`src/rtl/mem_wb_skid_stage_pkg.sv`:
```
`default_nettype none
// +----------------------------------------------------------------------------+
// | rv32i_types : shared types for the MEM/WB skid stage (states, load funct3, |
// |               RVFI-style monitor record, load read-mask helper)            |
// | Revision    : 1.0                                                          |
// +----------------------------------------------------------------------------+
package rv32i_types;

    typedef enum logic [1:0] {
        EMPTY = 2'd0,
        ONE   = 2'd1,
        TWO   = 2'd2
    } skid_state_t;

    typedef enum logic [2:0] {
        F3_LB  = 3'b000,
        F3_LH  = 3'b001,
        F3_LW  = 3'b010,
        F3_LBU = 3'b100,
        F3_LHU = 3'b101
    } load_funct3_t;

    // Destination register field inside the opaque payload's packed control word.
    localparam int RD_LSB = 7;
    localparam int RD_W   = 5;

    typedef struct packed {
        logic        commit;
        logic [4:0]  rd_addr;
        logic [3:0]  mem_rmask;
        logic [31:0] pc_rdata;
        logic [31:0] insn;
    } monitor_t;

    function automatic logic [3:0] load_rmask(
        input logic [2:0] funct3,
        input logic [1:0] addr_lo,
        input logic       is_load
    );
        logic [3:0] mask;
        mask = 4'b1111;
        case (load_funct3_t'(funct3))
            F3_LB, F3_LBU: mask = 4'b0001 << addr_lo;
            F3_LH, F3_LHU: mask = 4'b0011 << {addr_lo[1], 1'b0};
            default:       mask = 4'b1111;
        endcase
        if (!is_load) begin
            mask = 4'b0000;
        end
        return mask;
    endfunction

endpackage
`default_nettype wire

```
`src/rtl/mem_wb_skid_stage_entry.sv`:
```
`default_nettype none
// +----------------------------------------------------------------------------+
// | skid_entry_reg : one valid-tagged entry register of the MEM/WB skid buffer |
// | Revision       : 1.0                                                       |
// +----------------------------------------------------------------------------+
module skid_entry_reg #(
    parameter int PAYLOAD_W = 96
) (
    input  logic                 clk,
    input  logic                 rst,
    input  logic                 flush,
    input  logic                 load,
    input  logic                 drop,
    input  logic [PAYLOAD_W-1:0] d,
    output logic [PAYLOAD_W-1:0] q,
    output logic                 valid
);

    // Data is zeroed only by reset; flush just invalidates the entry.
    always_ff @(posedge clk) begin
        if (rst) begin
            valid <= 1'b0;
            q     <= '0;
        end else if (flush) begin
            valid <= 1'b0;
        end else if (load) begin
            valid <= 1'b1;
            q     <= d;
        end else if (drop) begin
            valid <= 1'b0;
        end
    end

endmodule
`default_nettype wire

```
`src/rtl/mem_wb_skid_stage.sv`:
```
`default_nettype none
// +----------------------------------------------------------------------------+
// | mem_wb_skid_stage : MEM/WB pipeline register with a 2-entry skid buffer,   |
// |   registered in_ready, flush, and per-entry load read masks.               |
// |   Optional RVFI monitor passthrough: define MEM_WB_SKID_MONITOR_EN.        |
// | Revision          : 1.0                                                    |
// +----------------------------------------------------------------------------+
module mem_wb_skid_stage
    import rv32i_types::*;
#(
    parameter int XLEN      = 32,
    parameter int PAYLOAD_W = 96
) (
    input  logic                 clk,
    input  logic                 rst,
    input  logic                 in_valid,
    output logic                 in_ready,
    input  logic [PAYLOAD_W-1:0] in_payload,
    input  logic [XLEN-1:0]      in_addr,
    input  logic                 in_is_load,
    input  logic [2:0]           in_funct3,
    input  logic                 in_commit,
    input  logic                 flush,
    output logic                 out_valid,
    input  logic                 out_ready,
    output logic [PAYLOAD_W-1:0] out_payload,
    output logic [XLEN-1:0]      out_addr,
    output logic [3:0]           out_rmask,
    output logic                 out_bubble
`ifdef MEM_WB_SKID_MONITOR_EN
    ,
    input  monitor_t             in_monitor,
    output monitor_t             out_monitor
`endif
);

    localparam int BASE_W = PAYLOAD_W + XLEN + 4 + 1;
`ifdef MEM_WB_SKID_MONITOR_EN
    localparam int ENTRY_W = BASE_W + $bits(monitor_t);
`else
    localparam int ENTRY_W = BASE_W;
`endif

    skid_state_t state;
    skid_state_t state_next;

    logic               ready_q;
    logic               accept;
    logic               pop;
    logic               head_load;
    logic               head_from_skid;
    logic               head_drop;
    logic               skid_load;
    logic               skid_drop;
    logic               head_valid;
    logic               skid_valid;
    logic [3:0]         in_rmask;
    logic [ENTRY_W-1:0] in_entry;
    logic [ENTRY_W-1:0] head_d;
    logic [ENTRY_W-1:0] head_q;
    logic [ENTRY_W-1:0] skid_q;

    logic [PAYLOAD_W-1:0] head_payload;
    logic [XLEN-1:0]      head_addr;
    logic [3:0]           head_rmask;
    logic                 head_commit;

    assign accept   = in_valid & in_ready;
    assign pop      = head_valid & out_ready;
    assign in_rmask = load_rmask(in_funct3, in_addr[1:0], in_is_load);

`ifdef MEM_WB_SKID_MONITOR_EN
    monitor_t in_mon_upd;
    monitor_t head_mon;

    always_comb begin
        in_mon_upd           = in_monitor;
        in_mon_upd.rd_addr   = in_payload[RD_LSB +: RD_W];
        in_mon_upd.mem_rmask = in_rmask;
    end

    assign in_entry = {in_mon_upd, in_payload, in_addr, in_rmask, in_commit};
    assign head_mon = head_q[ENTRY_W-1:BASE_W];

    always_comb begin
        out_monitor        = head_mon;
        out_monitor.commit = head_mon.commit & head_valid;
    end
`else
    assign in_entry = {in_payload, in_addr, in_rmask, in_commit};
`endif

    assign {head_payload, head_addr, head_rmask, head_commit} = head_q[BASE_W-1:0];

    // ------------------------------------------------------------------
    // Occupancy FSM
    // ------------------------------------------------------------------
    always_ff @(posedge clk) begin
        if (rst) begin
            state <= EMPTY;
        end else begin
            state <= state_next;
        end
    end

    always_comb begin
        state_next     = state;
        head_load      = 1'b0;
        head_from_skid = 1'b0;
        head_drop      = 1'b0;
        skid_load      = 1'b0;
        skid_drop      = 1'b0;
        if (flush) begin
            state_next = EMPTY;
        end else begin
            case (state)
                EMPTY: begin
                    if (accept) begin
                        head_load  = 1'b1;
                        state_next = ONE;
                    end
                end
                ONE: begin
                    if (accept && pop) begin
                        head_load = 1'b1;
                    end else if (accept) begin
                        skid_load  = 1'b1;
                        state_next = TWO;
                    end else if (pop) begin
                        head_drop  = 1'b1;
                        state_next = EMPTY;
                    end
                end
                TWO: begin
                    if (pop) begin
                        head_load      = 1'b1;
                        head_from_skid = 1'b1;
                        skid_drop      = 1'b1;
                        state_next     = ONE;
                    end
                end
                default: state_next = EMPTY;
            endcase
        end
    end

    // Ready is a flop; masking with rst only holds it low while reset is asserted.
    always_ff @(posedge clk) begin
        if (rst) begin
            ready_q <= 1'b1;
        end else begin
            ready_q <= (state_next != TWO);
        end
    end

    assign in_ready = ready_q & ~rst;

    assign head_d = head_from_skid ? skid_q : in_entry;

    skid_entry_reg #(
        .PAYLOAD_W (ENTRY_W)
    ) u_head (
        .clk   (clk),
        .rst   (rst),
        .flush (flush),
        .load  (head_load),
        .drop  (head_drop),
        .d     (head_d),
        .q     (head_q),
        .valid (head_valid)
    );

    skid_entry_reg #(
        .PAYLOAD_W (ENTRY_W)
    ) u_skid (
        .clk   (clk),
        .rst   (rst),
        .flush (flush),
        .load  (skid_load),
        .drop  (skid_drop),
        .d     (in_entry),
        .q     (skid_q),
        .valid (skid_valid)
    );

    assign out_valid   = head_valid;
    assign out_payload = head_payload;
    assign out_addr    = head_addr;
    assign out_rmask   = head_rmask & {4{head_valid}};
    assign out_bubble  = head_valid & ~head_commit;

    logic unused_skid_valid;
    assign unused_skid_valid = skid_valid;

endmodule
`default_nettype wire

```
`config.mk`:
```
export PLATFORM = sky130hd
export DESIGN_NAME = mem_wb_skid_stage
export DESIGN_NICKNAME = d
export VERILOG_FILES = /design/src/rtl/mem_wb_skid_stage_pkg.sv /design/src/rtl/mem_wb_skid_stage_entry.sv /design/src/rtl/mem_wb_skid_stage.sv
export SDC_FILE = /design/constraint.sdc
export NUM_CORES = 1
export LEC_CHECK = 0
export ABC_AREA = 0
export BUFFER_PORTS_ARGS = -buffer_cell sky130_fd_sc_hd__buf_2
export CAP_MARGIN = 40
export CORE_MARGIN = 3
export CORE_UTILIZATION = 30
export DETAILED_ROUTE_END_ITERATION = 10
export PLACE_DENSITY = 0.51
export SYNTH_ARGS = -nofsm -noshare
export SYNTH_HDL_FRONTEND = slang
export SYNTH_SLANG_ARGS = --single-unit
```
`constraint.sdc`:
```
create_clock -name clk -period 1.9 [get_ports clk]
set_input_delay 0.285 -clock clk [delete_from_list [all_inputs] [get_ports clk]]
set_output_delay 0.285 -clock clk [all_outputs]
set_load 0.005 [all_outputs]
```
==> metrics.yaml, run 1 <==
port_buffers: 271
ys.flop_type: "dfxtp_1"
min_path_type: "in2reg"
synth_top_area_cell: "dfxtp_1"
rsz0062_at_grt: "no"
ys.warnings.count: 0
cts_buffers: 31
dpl_cell_area_sq_um: 14600
net-switching-power_mw: 3.51
wl_per_cell_um: 18.3
synthArstFlopShare_pct: 0
clock-sinks: 270
timing.rr.start: "ready_q$_SDFF_PP1_"
ctsRootBufferMaster: "clkbuf_16"
final_util_pct: 38.9
drive_above_1_share_pct: 20.0
cts_max_level: 1
finalCritPeriodShare_pct: 95.0
synth.cell_area_sq_um: 13400
grtUsageMet1_pct: 23.7
fp.dieH_um: 217
postSynthAreaPerCell_sq_um: 7.99
synth_fp_nets: 1811
power_frac_seq_pct: 43.7
dp_hpwl_mm: 25.7
relSlewSlack_pct: 48.1
cts_tree: "done"
cp-startpoint: "ready_q$_SDFF_PP1_"
p_leak_nw: 5.90
ant_nets: 0
fp.coreArea_sq_um: 43600
initial_core_util_pct: 30.7
combPwrFrac_pct: 11.9
fp-row-count: 76
met3_usage_pct: 4.54
clkLatencyLatePin_ns: 0.59
crit_chain: "nand4bb_4 > buf_4 > nor4b_1 > a21oi_1 > o22ai_1"
routed_wirelength_mm: 45.1
grt_max_degree: 114
clock_path_buffers: 3
required_ns: 2.41
grt_overflow: 0
status: "finished, final reports clean"
crit_family: "simple AND/OR/NAND/NOR gates"
vias_per_cell: 5.20
grt_antenna_before_repair: 4
synth_cells: 1673
p_int_mw: 10.2
sw_frac_of_total_pct: 25.7
finalSetupTns_ns: 0
hold_slack_ns: 0.0865
die_width_um: 217
yosysUniqueCellTypes: 32
dieArea_sq_um: 47100
grt_pass1_wl_mm: 69.7
finalHoldViolations: 0
grt_pass1_vias: 12491
use_met2_pct: 29.6
area_growth_pct: 26.9
synth.ff_latch_count: 270
worstHoldStart: "out_ready"
arrival_ns: 2.31
num_vias: 12839
maxCapViolCount: 0
crit_buf_inv: 1
fin_skew_ns: 0.0295
critPathLaunchType: "flip-flop"
drt-initial-drc-count: 948
drc: 0
yosysSeqAreaShare_pct: 40.4
synth_edf_count: 0
globalRouteTotalUtil_pct: 17.9
tightest_slew_ns: 0.779
place_ws_ns: -0.0634
p_clk_share_pct: 44.4
busiest_layer: "met2"
clock.fmax_mhz: 554
place_congestion: 0.725
power_density_nw_per_um2: 807
fin_crit_ns: 1.81
max_stage_delay_ns: 0.44
drtPass1Iterations: 5
ir_worst_vdd_uv: 694
cts.clk_slew.worst_paths_ns: 0.06
worst_slack_ns: 0.0943
fin_nets: 1996
ys_top_cells_by_area: "dfxtp_1 (40%), a21oi_1 (15%), nor4b_1 (8.5%), nand2_1 (7.6%), nor3b_1 (7.2%)"
postLayoutCellArea_sq_um: 17000
setup_violations: 0
synth_top_area_share_pct: 40.4
num_io_pins: 273
slowest_stage: "nor4b_1"
cp_max_fo: 42
end_kind: "flip-flop"
worst-setup-path-type: "reg2reg"
drv_slew: 0
## what timing repair did
action,in CTS,in global routing
endpoints found under the setup margin,0,39
endpoints found under the hold margin,129,0
gates resized for setup,0,3
hold buffers,129,0
setup buffers,0,2
## flip-flops by register name, summed over array words and instances (netlist names)
register	count
ready_q	1
state	2
u_head.q	133
u_head.valid	1
u_skid.q	133
## logic make-up after synthesis
| kind of cell | share of synthesized area, % |
|---|---|
| muxes | 0.375 |
| AOI/OAI and AO/OA | 21.6 |
| DFF | 40.4 |
| buffers and inverters | 13.1 |
| and+or+nand+nor | 24.4 |
## stage by stage
stage	total power [mW]	instances
floorplan	7.03	1673
global placement	7.47	2277
detailed placement	7.50	2277
CTS	13.9	2463
global route	14.2	2468
finish	13.7	2469
## layer usage
metal  share of wire (%)  up-vias
met5               0.062        -
met4                 2.0        4
met3                 7.1       66
met2                  46      394
met1                  45     6133
li1                    -     6242
## power groups by stage
stage | Sequential (mW) | Clock (mW) | Combinational [mW]
after global placement | 6.09 | 0 | 1.38
after CTS | 5.98 | 6.27 | 1.61
final | 5.98 | 6.08 | 1.64
after floorplan | 6.07 | 0 | 0.964
after global routing | 6.00 | 6.47 | 1.78
after detailed placement | 6.10 | 0 | 1.40
## worst register-to-register path, cell delays in order (launching register included)
cell and delay [ns]:
dfxtp_1 0.42, nand4bb_4 0.24, buf_4 0.37, nor4b_1 0.49, a21oi_1 0.08, o22ai_1 0.16
## final cells by class
cell class | count | area, sq um
Fill cell | 4460 | 26600
Multi-Input combinational cell | 1097 | 6250
Sequential cell | 270 | 5410
Timing Repair Buffer | 456 | 3550
Clock buffer | 49 | 883
Tap cell | 585 | 732
Clock inverter | 8 | 125
Inverter | 2 | 7.51
Antenna cell | 2 | 5.00
## synth_stat cells (3+ instances only)
cell,count
and2_1,4
dfxtp_1,270
a311oi_1,4
a21oi_1,398
nor4b_1,129
nor3b_1,129
nor2b_1,3
buf_4,128
buf_1,13
nand2b_1,4
clkbuf_1,103
buf_6,8
buf_2,51
o22ai_1,129
nand2_1,271
mux2i_1,5
nor2_1,3
o21ai_0,7
## path summary, 6_finish.rpt
check / end / slack, ns / cells past startpoint
worst max-delay path: u_head.q[28]$_SDFFE_PP0P_ / 0.09 / 5
worst max register to register: u_head.q[28]$_SDFFE_PP0P_ / 0.09 / 5
worst min register to register: u_skid.q[14]$_SDFFE_PP0P_ / 0.45 / 2
worst min-delay path: ready_q$_SDFF_PP1_ / 0.09 / 3
## cell usage in the layout (no fill, tap or decap), types with 2 or more instances in the layout
master	count
a21oi_1	398
a311oi_1	4
and2_1	4
buf_12	31
buf_16	2
buf_2	269
buf_4	20
bufinv_16	3
clkbuf_1	14
clkbuf_16	33
clkbuf_8	5
clkinv_2	2
dfxtp_1	270
diode_2	2
dlygate4sd3_1	129
mux2i_1	5
nand2_1	271
nand2b_1	2
nand2b_4	2
nor2_1	3
nor2b_1	3
nor3b_1	129
nor4b_1	129
o21ai_0	7
o22ai_1	129
No activity file was read; power rests on OpenSTA's default activity.
==> inputs of run 2 (changes only) <==
==> constraint.sdc (replaced) <==
create_clock -name clk -period 1.8 [get_ports clk]
set_input_delay 0.27 -clock clk [delete_from_list [all_inputs] [get_ports clk]]
set_output_delay 0.27 -clock clk [all_outputs]
set_load 0.005 [all_outputs]
==> run 2 against run 1 <==
  * Wire length grew 1.3%
  * Sequential share of layout area shrank 0.36 points
  * Utilization grew 0.47 points
  * Worst setup slack lost 0.014 ns
  * Critical path depth is the same
  * Via count grew 0.91%
  * Cell area grew 1.2%
  * Maximum frequency grew 5.0%
  * Largest cell class unchanged
==> metrics.yaml, run 2 (synthesis gave the netlist of run 1 again) <==
clkLatencyLatePin_ns: 0.53
ctsRootBufferMaster: "clkbuf_16"
cts_max_level: 2
fp-row-count: 76
drt-initial-drc-count: 1038
hold_path_depth: 3
drv_slew: 0
finalCritPeriodShare_pct: 95.6
grt_overflow: 0
fin_skew_ns: 0.0260
cts.clk_slew.worst_paths_ns: 0.06
fp.coreArea_sq_um: 43600
postLayoutCellArea_sq_um: 17200
rsz0062_at_grt: "yes"
die_width_um: 217
port_buffers: 271
vias_per_cell: 5.25
area_growth_pct: 28.5
grt_pass1_vias: 12449
final_util_pct: 39.4
timing.rr.start: "state[1]$_SDFF_PP0_"
arrival_ns: 2.15
power_density_nw_per_um2: 867
maxCapViolCount: 0
globalRouteTotalUtil_pct: 18.0
ir_worst_vdd_uv: 510
post-place-cells: 2277
layout_common_cells: "a21oi_1 (393), nand2_1 (271), buf_2 (269)"
ant_nets: 0
initial_core_util_pct: 30.7
cts_buffers: 34
num_vias: 12956
min_path_type: "in2reg"
clock_path_buffers: 3
fin_nets: 1999
r2r-end: "u_head.q[18]$_SDFFE_PP0P_"
status: "finished, final reports clean"
dp_hpwl_mm: 25.4
clock-sinks: 270
drc: 0
hold_slack_ns: 0.0359
clock.fmax_mhz: 581
reg2reg_depth: 5
setup_violations: 0
end_kind: "flip-flop"
routed_wirelength_mm: 45.7
grt_antenna_before_repair: 4
grt_pass1_wl_mm: 69.4
worst-setup-path-type: "reg2reg"
r2r_slack_ns: 0.08
cp_max_fo: 41
drive_above_1_share_pct: 20.9
tightest_slew_ns: 0.647
required_ns: 2.23
wl_per_cell_um: 18.5
reg_top3: "u_head.q: 133 flops, u_skid.q: 133 flops, state: 2 flops"
fin_crit_ns: 1.72
cts_tree: "done"
relSlewSlack_pct: 56.9
num_io_pins: 273
grt_max_degree: 136
finalNonFillerCells: 2466
worstHoldStart: "in_payload[86]"
worstHoldEndpoint: "u_skid.q[123]$_SDFFE_PP0P_"
mostFrequentLayoutCell: "a21oi_1"
critPathLaunchType: "flip-flop"
fp.dieH_um: 217
drtPass1Iterations: 5
dpl_cell_area_sq_um: 14600
finalSetupTns_ns: 0
place_congestion: 0.763
finalHoldViolations: 0
dieArea_sq_um: 47100
p_leak_nw: 6.00
==> run 2: area by class of cell <==
type / count / area (sq um)
Sequential cell: 270 / 5410
Inverter: 2 / 7.51
Timing Repair Buffer: 456 / 3640
Clock inverter: 4 / 73.8
Clock buffer: 51 / 1030
Fill cell: 4468 / 26400
Multi-Input combinational cell: 1097 / 6280
Antenna cell: 1 / 2.50
Tap cell: 585 / 732
==> run 2: power breakdown <==
group,switching (mW),internal (mW),leakage (nW)
registers,0.143,6.17,2.19
logic,0.937,0.807,3.27
clock network,2.63,4.19,0.541
==> run 2: metrics by stage <==
| stage | power, mW | setup WS (ns) |
|---|---|---|
| final | 14.9 | 0.0799 |
| after global routing | 15.5 | -0.0175 |
| after CTS | 15.1 | 0.0140 |
| after detailed placement | 7.92 | -0.0392 |
| after global placement | 7.90 | -0.00788 |
| after floorplan | 7.42 | 0.177 |
==> run 2: worst max-delay path by stage <==
stage | startpoint | to | slack, ns
finish | state[1]$_SDFF_PP0_ | u_head.q[18]$_SDFFE_PP0P_ | 0.08
global route | state[0]$_SDFF_PP0_ | u_head.q[119]$_SDFFE_PP0P_ | -0.02
detailed placement | rst | u_head.q[55]$_SDFFE_PP0P_ | -0.04
floorplan | state[1]$_SDFF_PP0_ | u_skid.q[100]$_SDFFE_PP0P_ | 0.18
CTS | state[1]$_SDFF_PP0_ | u_head.q[130]$_SDFFE_PP0P_ | 0.01
global placement | rst | u_head.q[20]$_SDFFE_PP0P_ | -0.008
==> run 2: metal layers <==
layer / part of all wire, % / vias to the layer above / GRT usage, %
met5: 0.10 / - / 0
met4: 2.9 / 6 / 6.07
met3: 6.6 / 89 / 4.86
met2: 46 / 386 / 28.7
met1: 45 / 6215 / 23.6
li1: - / 6260 / -
==> run 2: repair_timing <==
action                                 4_1_cts  5_1_grt
endpoints found under the hold margin      126        0
hold buffers                               126        0
buffers inserted                             0        3
gates resized for setup                      2        8
pin swaps                                    0        2
cloned                                       0        4
setup endpoints to repair                   25       76
==> run 2: critical path: stages, from the launching register on <==
cell and delay [ns]:
dfxtp_2 0.33, nand4bb_4 0.25, buf_4 0.33, nor4b_1 0.49, a21oi_2 0.05, o22ai_1 0.15
